**config.mk**
```make
export PLATFORM = sky130hd
export DESIGN_NAME = uart_rx_framed_flat
export DESIGN_NICKNAME = d
export VERILOG_FILES = /design/src/rtl/uart_rx_framed_if.sv /design/src/rtl/uart_rx_framed.sv /design/src/flat_wrapper.sv
export SDC_FILE = /design/constraint.sdc
export NUM_CORES = 1
export LEC_CHECK = 0
export ABC_AREA = 1
export CORE_MARGIN = 4
export CORE_UTILIZATION = 43
export DETAILED_ROUTE_END_ITERATION = 10
export PLACE_DENSITY = 0.69
export SYNTH_ARGS = -nofsm -noshare
export SYNTH_HDL_FRONTEND = slang
export SYNTH_SLANG_ARGS = --single-unit
```
**constraint.sdc**
```tcl
create_clock -name clk -period 2.6 [get_ports clk]
set_clock_uncertainty 0.1 [all_clocks]
set_input_delay 0.26 -clock clk [delete_from_list [all_inputs] [get_ports clk]]
set_output_delay 0.26 -clock clk [all_outputs]
set_load 0.05 [all_outputs]
```
**src/rtl/uart_rx_framed_if.sv**
```systemverilog
// Receiver-side bundle for uart_rx_framed: the serial line in, the byte/status pulses out.
// UART_RX_PARITY_EN adds the rx_parity_err pulse for 8E1 framing.
interface uart_rx_framed_if;
  logic       rx_in;
  logic       rx_dv;
  logic [7:0] rx_out;
  logic       rx_frame_err;
  logic       rx_busy;
`ifdef UART_RX_PARITY_EN
  logic       rx_parity_err;
`endif

  // master is the receiver itself; slave is the line driver / byte consumer.
  modport master (
    input  rx_in,
`ifdef UART_RX_PARITY_EN
    output rx_parity_err,
`endif
    output rx_dv, rx_out, rx_frame_err, rx_busy
  );

  modport slave (
    output rx_in,
`ifdef UART_RX_PARITY_EN
    input  rx_parity_err,
`endif
    input  rx_dv, rx_out, rx_frame_err, rx_busy
  );
endinterface

```
**src/rtl/uart_rx_framed.sv**
```systemverilog
// 8N1 UART receiver with input sync, start-glitch rejection, stop-bit check and break hold.
// Define UART_RX_PARITY_EN for 8E1 framing with a registered rx_parity_err pulse.
module uart_rx_framed #(
  parameter int CLKS_PER_BIT = 5208
) (
  input  logic              clk,
  input  logic              rst_n,
  uart_rx_framed_if.master  bus
);
  localparam int CW = $clog2(CLKS_PER_BIT);
  localparam logic [CW-1:0] MID  = CW'((CLKS_PER_BIT - 1) / 2);
  localparam logic [CW-1:0] LAST = CW'(CLKS_PER_BIT - 1);

  typedef enum logic [2:0] {
    S_IDLE,
    S_START,
    S_DATA,
`ifdef UART_RX_PARITY_EN
    S_PARITY,
`endif
    S_STOP,
    S_BREAK
  } state_t;

  state_t        state;
  logic          sync1;
  logic          rx_s;
  logic [CW-1:0] cnt;
  logic [2:0]    idx;
  logic [7:0]    shreg;
`ifdef UART_RX_PARITY_EN
  logic          par_bad;
`endif

  // NOTE: shreg (and par_bad) are pure datapath, fully rewritten before use in every frame, so they carry no reset.
  always_ff @(posedge clk) begin
    if (!rst_n) begin
      state            <= S_IDLE;
      sync1            <= 1'b1;
      rx_s             <= 1'b1;
      cnt              <= '0;
      idx              <= '0;
      bus.rx_dv        <= 1'b0;
      bus.rx_out       <= 8'h00;
      bus.rx_frame_err <= 1'b0;
      bus.rx_busy      <= 1'b0;
`ifdef UART_RX_PARITY_EN
      bus.rx_parity_err <= 1'b0;
`endif
    end else begin
      sync1 <= bus.rx_in;
      rx_s  <= sync1;

      // NOTE: pulse outputs default low every cycle, so any set below lasts exactly one cycle.
      bus.rx_dv        <= 1'b0;
      bus.rx_frame_err <= 1'b0;
`ifdef UART_RX_PARITY_EN
      bus.rx_parity_err <= 1'b0;
`endif
      bus.rx_busy <= (state != S_IDLE);
      cnt         <= (cnt == LAST) ? '0 : cnt + 1'b1;

      case (state)
        S_IDLE: begin
          cnt <= '0;
          if (!rx_s) state <= S_START;
        end

        S_START: begin
          if (cnt == MID) begin
            cnt   <= '0;
            idx   <= '0;
            state <= rx_s ? S_IDLE : S_DATA;
          end
        end

        S_DATA: begin
          if (cnt == LAST) begin
            shreg[idx] <= rx_s;
            idx        <= idx + 1'b1;
            if (idx == 3'd7) begin
`ifdef UART_RX_PARITY_EN
              state <= S_PARITY;
`else
              state <= S_STOP;
`endif
            end
          end
        end

`ifdef UART_RX_PARITY_EN
        S_PARITY: begin
          if (cnt == LAST) begin
            par_bad <= ^{shreg, rx_s};
            state   <= S_STOP;
          end
        end
`endif

        S_STOP: begin
          if (cnt == LAST) begin
            if (rx_s) begin
              state <= S_IDLE;
`ifdef UART_RX_PARITY_EN
              if (par_bad) begin
                bus.rx_parity_err <= 1'b1;
              end else begin
                bus.rx_dv  <= 1'b1;
                bus.rx_out <= shreg;
              end
`else
              bus.rx_dv  <= 1'b1;
              bus.rx_out <= shreg;
`endif
            end else begin
              // Framing error wins over a parity error on the same frame.
              bus.rx_frame_err <= 1'b1;
              state            <= S_BREAK;
            end
          end
        end

        S_BREAK: begin
          cnt <= '0;
          if (rx_s) state <= S_IDLE;
        end

        default: state <= S_IDLE;
      endcase
    end
  end
endmodule

```
**src/flat_wrapper.sv**
```systemverilog
// flat-port wrapper written by rule: the top's interface ports become plain ports
module uart_rx_framed_flat 
#(
  parameter int CLKS_PER_BIT = 5208
)
  (clk, rst_n, bus_rx_in, bus_rx_dv, bus_rx_out, bus_rx_frame_err, bus_rx_busy);
  uart_rx_framed_if bus_i ();
  input  logic clk;
  input  logic rst_n;
  input wire logic [$bits(bus_i.rx_in)-1:0] bus_rx_in;
  output wire logic [$bits(bus_i.rx_dv)-1:0] bus_rx_dv;
  output wire logic [$bits(bus_i.rx_out)-1:0] bus_rx_out;
  output wire logic [$bits(bus_i.rx_frame_err)-1:0] bus_rx_frame_err;
  output wire logic [$bits(bus_i.rx_busy)-1:0] bus_rx_busy;
  assign bus_i.rx_in = bus_rx_in;
  assign bus_rx_dv = bus_i.rx_dv;
  assign bus_rx_out = bus_i.rx_out;
  assign bus_rx_frame_err = bus_i.rx_frame_err;
  assign bus_rx_busy = bus_i.rx_busy;
  uart_rx_framed #(.CLKS_PER_BIT(CLKS_PER_BIT)) u_core (.clk(clk), .rst_n(rst_n), .bus(bus_i));
endmodule
```
==> Yosys cells after proc, flatten, opt, wreduce, memory -nomap -nowiden <==
Index checks and enable logic that the tools add are counted.
{ "totals": {"register_bits": 40, "latch_bits": 0, "ram_bits": 0, "rom_bits": 0, "inputBits": 3, "output_inout_bits": 11, "word_cells": 57, "n_memories": 0} }
{ "op_classes": {"add_sub_neg": 2, "n_mul": 0, "div": 0, "magnitude_cmp": 2, "eq_ne": 13, "shift": 0, "mux": 20, "bitwise": 0, "n_reduce_logical": 10} }
{ "op_table": {"columns": ["operator", "n"], "rows": [
  ["3-bit two-way mux", 9],
  ["13-bit two-way mux", 2],
  ["13-bit case mux with 2 select lines", 1],
  ["3-bit case mux with 5 select lines", 1],
  ["13-bit by 1-bit adder with 13-bit output (second input constant)", 1],
  ["13-bit by 12-bit == test with 1-bit output (second input constant)", 1],
  ["13-bit == test (second input constant)", 1],
  ["3-bit AND reduction", 4],
  ["2-bit by 1-bit != test with 1-bit output (second input constant)", 5],
  ["8-bit bitwise mux", 1],
  ["3-bit by 2-bit == test with 1-bit output (second input constant)", 2],
  ["3-bit == test (second input constant)", 2],
  ["3-bit case mux with 2 select lines", 1],
  ["6-bit AND reduction", 1],
  ["3-bit by 4-bit less-than comparator with 1-bit output (second input constant)", 1],
  ["3-bit by 1-bit adder with 3-bit output (second input constant)", 1],
  ["1-bit demux with 3-bit select", 1],
  ["3-bit by 1-bit == test with 1-bit output (second input constant)", 1],
  ["3-bit by 1-bit greater-or-equal comparator with 1-bit output (second input constant)", 1],
  ["3-bit zero test", 1],
  ["1-bit two-way mux", 3],
  ["3-bit nonzero test", 1],
  ["2-bit two-way mux", 1],
  ["2-bit != test (second input constant)", 1],
  ["3 further kinds", 3]
]} }

==> Longest topological paths before layout <==
{ "depth": {"depth_word": 5, "depth_mapped": 12, "mapped_depth_nobuf": 11} }

==> Least setup slack after synthesis <==
Ideal clock, no wire load.
{ "synth_timing": {"path_kind": "reg2reg", "from": "register u_core.cnt[0]", "to": "register u_core.shreg[1] (enable)", "setup_ns": 0.312, "arrival_time_ns": 1.271, "required_ns": 2.188, "path_slack_ns": 0.916, "path_stages_with_launch": 8, "n_path_buf": 0, "period_less_slack_ns": 1.684, "path_cell_list": "dfxtp_1 ha_1 nand2_1 nor2_2 nand3_4 nor2_1 nand3_1 nor3_1"} }
{ "synth_between": {"elab_chain_len": 2} }
{ "synth_rtl": {"columns": ["element", "line_no", "text"], "rows": [
  ["start, declared", "uart_rx_framed.sv:28", "logic [CW-1:0] cnt;"],
  ["start signal, assigned", "uart_rx_framed.sv:61", "cnt <= (cnt == LAST) ? '0 : cnt + 1'b1;"],
  ["13-bit == test", "uart_rx_framed.sv:78", "if (cnt == LAST) begin"],
  ["3-bit AND reduction (no source line)", null, null],
  ["end signal, assigned by index", "uart_rx_framed.sv:79", "shreg[idx] <= rx_s;"],
  ["end, declared", "uart_rx_framed.sv:30", "logic [7:0] shreg;"]
]} }
No other way between the ends.
A chain may end at the register's enable or synchronous reset.

==> Worst setup path after layout <==
{ "layout_timing": {"from": "register u_core.cnt[0]", "to": "register u_core.bus.rx_out[4]"} }
{ "layout_between": {"elab_chain_len": 2} }
{ "layout_rtl": {"columns": ["element", "line_no", "text"], "rows": [
  ["13-bit == test", "uart_rx_framed.sv:101", "if (cnt == LAST) begin"],
  ["3-bit AND reduction (no source line)", null, null],
  ["end signal, assigned", "uart_rx_framed.sv:113", "bus.rx_out <= shreg;"],
  ["end, declared", "uart_rx_framed_if.sv:19", "output rx_dv, rx_out, rx_frame_err, rx_busy"]
]} }
No other way between the ends.

==> out/qor.csv <==
stage;metric;value;unit
floorplan;die_h;73.9;um
cells_and_area;drive_above_1_share;13.5;%
setup_path;worstPathCellList;ha_1, nand2_1, nor2_2, nand3_4, nor3_4, o21ai_0, a21oi_1;
place;portBuffers;13;
cells_and_area;num_antenna_cells;0;
synth;synth_edf_count;8;
drt;first_pass_iters;6;
timing;rsz0062_at_grt;false;
setup_path;slowest_stage;nor3_4;
global_route;antenna_found_initial;0;
timing;setup_violations;0;
clock_tree;clk_pin_slew;80;ps
timing;fin_crit;1890;ps
timing;worst_slew_pin_slew;636;ps
worst_hold_path;min-delay-path-class;flip-flop to flip-flop;
drt;wl;3.33;mm
floorplan;die-area;5460;sq um
setup_path;path_max_fanout;16;
timing;final.period_utilization;72.8;%
place;hpwl;2.43;mm
synth;ys_ff_latch;40;
cells_and_area;final_common_cell;nand2_1;
run;maxCapViolations;0;
synth;ys_types;29;
setup_path;cp-start-kind;flip-flop;
synth;syn_area_per_cell;7.98;sq um
clock_tree;ctsRootBufferMaster;clkbuf_8;
floorplan;core_area;4090;sq um
clock_tree;clock_path_buffers;2;
synth;async_flop_share;0;%
synth;syn_inst;234;
setup_path;crit_required;2730;ps
power_and_ir_drop;netSwitchingFraction;36.0;%
timing;maxSlewViolCount;0;
cells_and_area;syn_to_final_growth;14.5;%
global_route;grt_pass1_vias;1294;
power_and_ir_drop;combinationalPowerShare;28.7;%
synth;syn_nets;240;
global_route;grt_max_degree;17;
global_route;grt_util_all_layers;13.5;%
timing;tns;0;ps
drt;wire_per_inst;11.0;um
clock_tree;cts_tree;done;
timing;max_clock_freq;529;MHz
power_and_ir_drop;pwr-share-seq;42.4;%
clock_tree;insertion_delay;300;ps
power_and_ir_drop;vdd_ir_drop_max;0.376;mV
clock_tree;cts_resized;0;
clock_tree;hold_buffers;0;
drt;drc;0;
setup_path;slowest_delay;510;ps
synth;ys_warn_count;0;
power_and_ir_drop;power_frac_clock;28.9;%
global_route;overflow;0;
clock_tree;clkSinkCount;40;
clock_tree;htree_levels;2;
global_route;grt_pass1_wl;5.68;mm
timing;max_slew_margin;57.5;%
synth;syn_area;1870;sq um
floorplan;io_pins;14;
floorplan;initial_core_util;45.7;%
synth;ys_seq_area_share;47.2;%
power_and_ir_drop;p_leak;0.837;nW
clock_tree;cts_made_buffers;5;
power_and_ir_drop;p_sw;643;uW
power_and_ir_drop;power_density;836;nW/um^2
timing;fin_hold_ws;321;ps
setup_path;arrival;2030;ps
floorplan;die_w;73.9;um
drt;num_vias;1486;
drt;drtIter0Drc;42;
cells_and_area;fin_nets;257;
timing;hold_viol_final;0;
synth;synth_flop_cell;dfxtp_1;
drt;viasPerCell;4.92;
clock_tree;cts_setup_buffers;0;
setup_path;critPathKind;flip-flop to flip-flop;
power_and_ir_drop;power.internal;1.14;mW
run_status;status;finished, final reports clean;
cells_and_area;final_cell_mix;42 x nand2_1, 34 x inv_1, 32 x dfxtp_1;
place;gp_congestion;0.804;
floorplan;rows;23;
setup_path;crit_path_end_kind;flip-flop;
drt;antenna_left;0;
state kept, by name, indices dropped and copies added, names as in the netlist:
register,count
u_core.rx_s,1
u_core.cnt,13
u_core.bus.rx_busy,1
u_core.state,3
u_core.bus.rx_frame_err,1
u_core.sync1,1
u_core.bus.rx_out,8
u_core.idx,3
u_core.bus.rx_dv,1
u_core.shreg,8
logic make-up (layout without fill, tap and decap cells):
group	Yosys count	in the layout	share of synthesized area (%)
AOI/OAI and AO/OA	24	24	7.30
xor gates and xnor gates	5	5	2.34
adders and majority gates	3	3	2.01
buffers and inverters	44	62	10.4
DFF	40	40	47.2
and+or+nand+nor	118	118	30.8
path summary, 6_finish.rpt:
| kind | startpoint | end | slack [ps] | depth (start not counted) |
|---|---|---|---|---|
| worst max-delay path | u_core.cnt[0]$_SDFF_PN0_ | u_core.bus.rx_out[4]$_SDFFE_PN0P_ | 710 | 7 |
| worst min register to register | u_core.sync1$_SDFF_PN1_ | u_core.rx_s$_SDFF_PN1_ | 320 | 1 |
| worst min-delay path | u_core.sync1$_SDFF_PN1_ | u_core.rx_s$_SDFF_PN1_ | 320 | 1 |
| worst max register to register | u_core.cnt[0]$_SDFF_PN0_ | u_core.bus.rx_out[4]$_SDFFE_PN0P_ | 710 | 7 |
cell usage after synthesis, types with 2 or more instances:
cell type | count | share of area, %
nand2_1 | 42 | 8.4
inv_1 | 34 | 6.8
dfxtp_1 | 32 | 34
nor2_1 | 31 | 6.2
nor3_1 | 17 | 4.6
o21ai_0 | 11 | 2.9
nand3_1 | 10 | 2.7
a21oi_1 | 8 | 2.1
edfxtp_1 | 8 | 13
inv_2 | 6 | 1.2
xor2_1 | 5 | 2.3
ha_1 | 3 | 2.0
nand2_2 | 3 | 1.0
a21oi_2 | 2 | 0.94
buf_6 | 2 | 1.2
nor2_2 | 2 | 0.67
nor2_4 | 2 | 1.2
nor3_2 | 2 | 1.1
nor3_4 | 2 | 1.7
o21ai_2 | 2 | 0.94
or2_2 | 2 | 0.67
power by group through the flow:
| stage | sequential (mW) | combinational [mW] | clock (mW) |
|---|---|---|---|
| after detailed placement | 0.772 | 0.505 | 0 |
| final | 0.758 | 0.512 | 0.517 |
| after floorplan | 0.773 | 0.410 | 0 |
| after global routing | 0.766 | 0.594 | 0.556 |
| after global placement | 0.770 | 0.499 | 0 |
| after CTS | 0.758 | 0.512 | 0.533 |
routing by layer:
metal | track usage, % | wire (um) | vias up
met4 | 4.83 | 42 | 0
met1 | 16.3 | 1570 | 673
met2 | 22.5 | 1520 | 36
met3 | 4.38 | 199 | 4
met5 | 0 | 0 | -
li1 | - | - | 773
worst max-delay path, delay by kind of cell (launching register included):
| family | cells | cell delay (ps) |
|---|---|---|
| flip-flops | 1 | 350 |
| AND/OR/NAND/NOR | 4 | 890 |
| adder cells (fa/ha/maj) | 1 | 200 |
| AO/OA/AOI/OAI | 2 | 290 |
per-stage QoR:
step | util (%) | power [mW] | setup slack, ps | instances | cell area (sq um)
global route | 52.4 | 1.92 | 488 | 302 | 2140
CTS | 52.4 | 1.80 | 679 | 302 | 2140
global placement | 49.5 | 1.27 | 594 | 294 | 2020
detailed placement | 49.5 | 1.28 | 541 | 294 | 2020
finish | 52.4 | 1.79 | 708 | 302 | 2140
floorplan | - | 1.18 | 916 | 234 | 1870
cell type report:
cell class	count	area, sq um
clock buffers	5	68.8
clock inverters	3	46.3
fillers	416	1950
inverters	40	150
multi-input cells	150	793
flip-flops and latches	40	881
well taps	50	62.6
repair buffers	14	138
(Power assumes the default switching activity.)
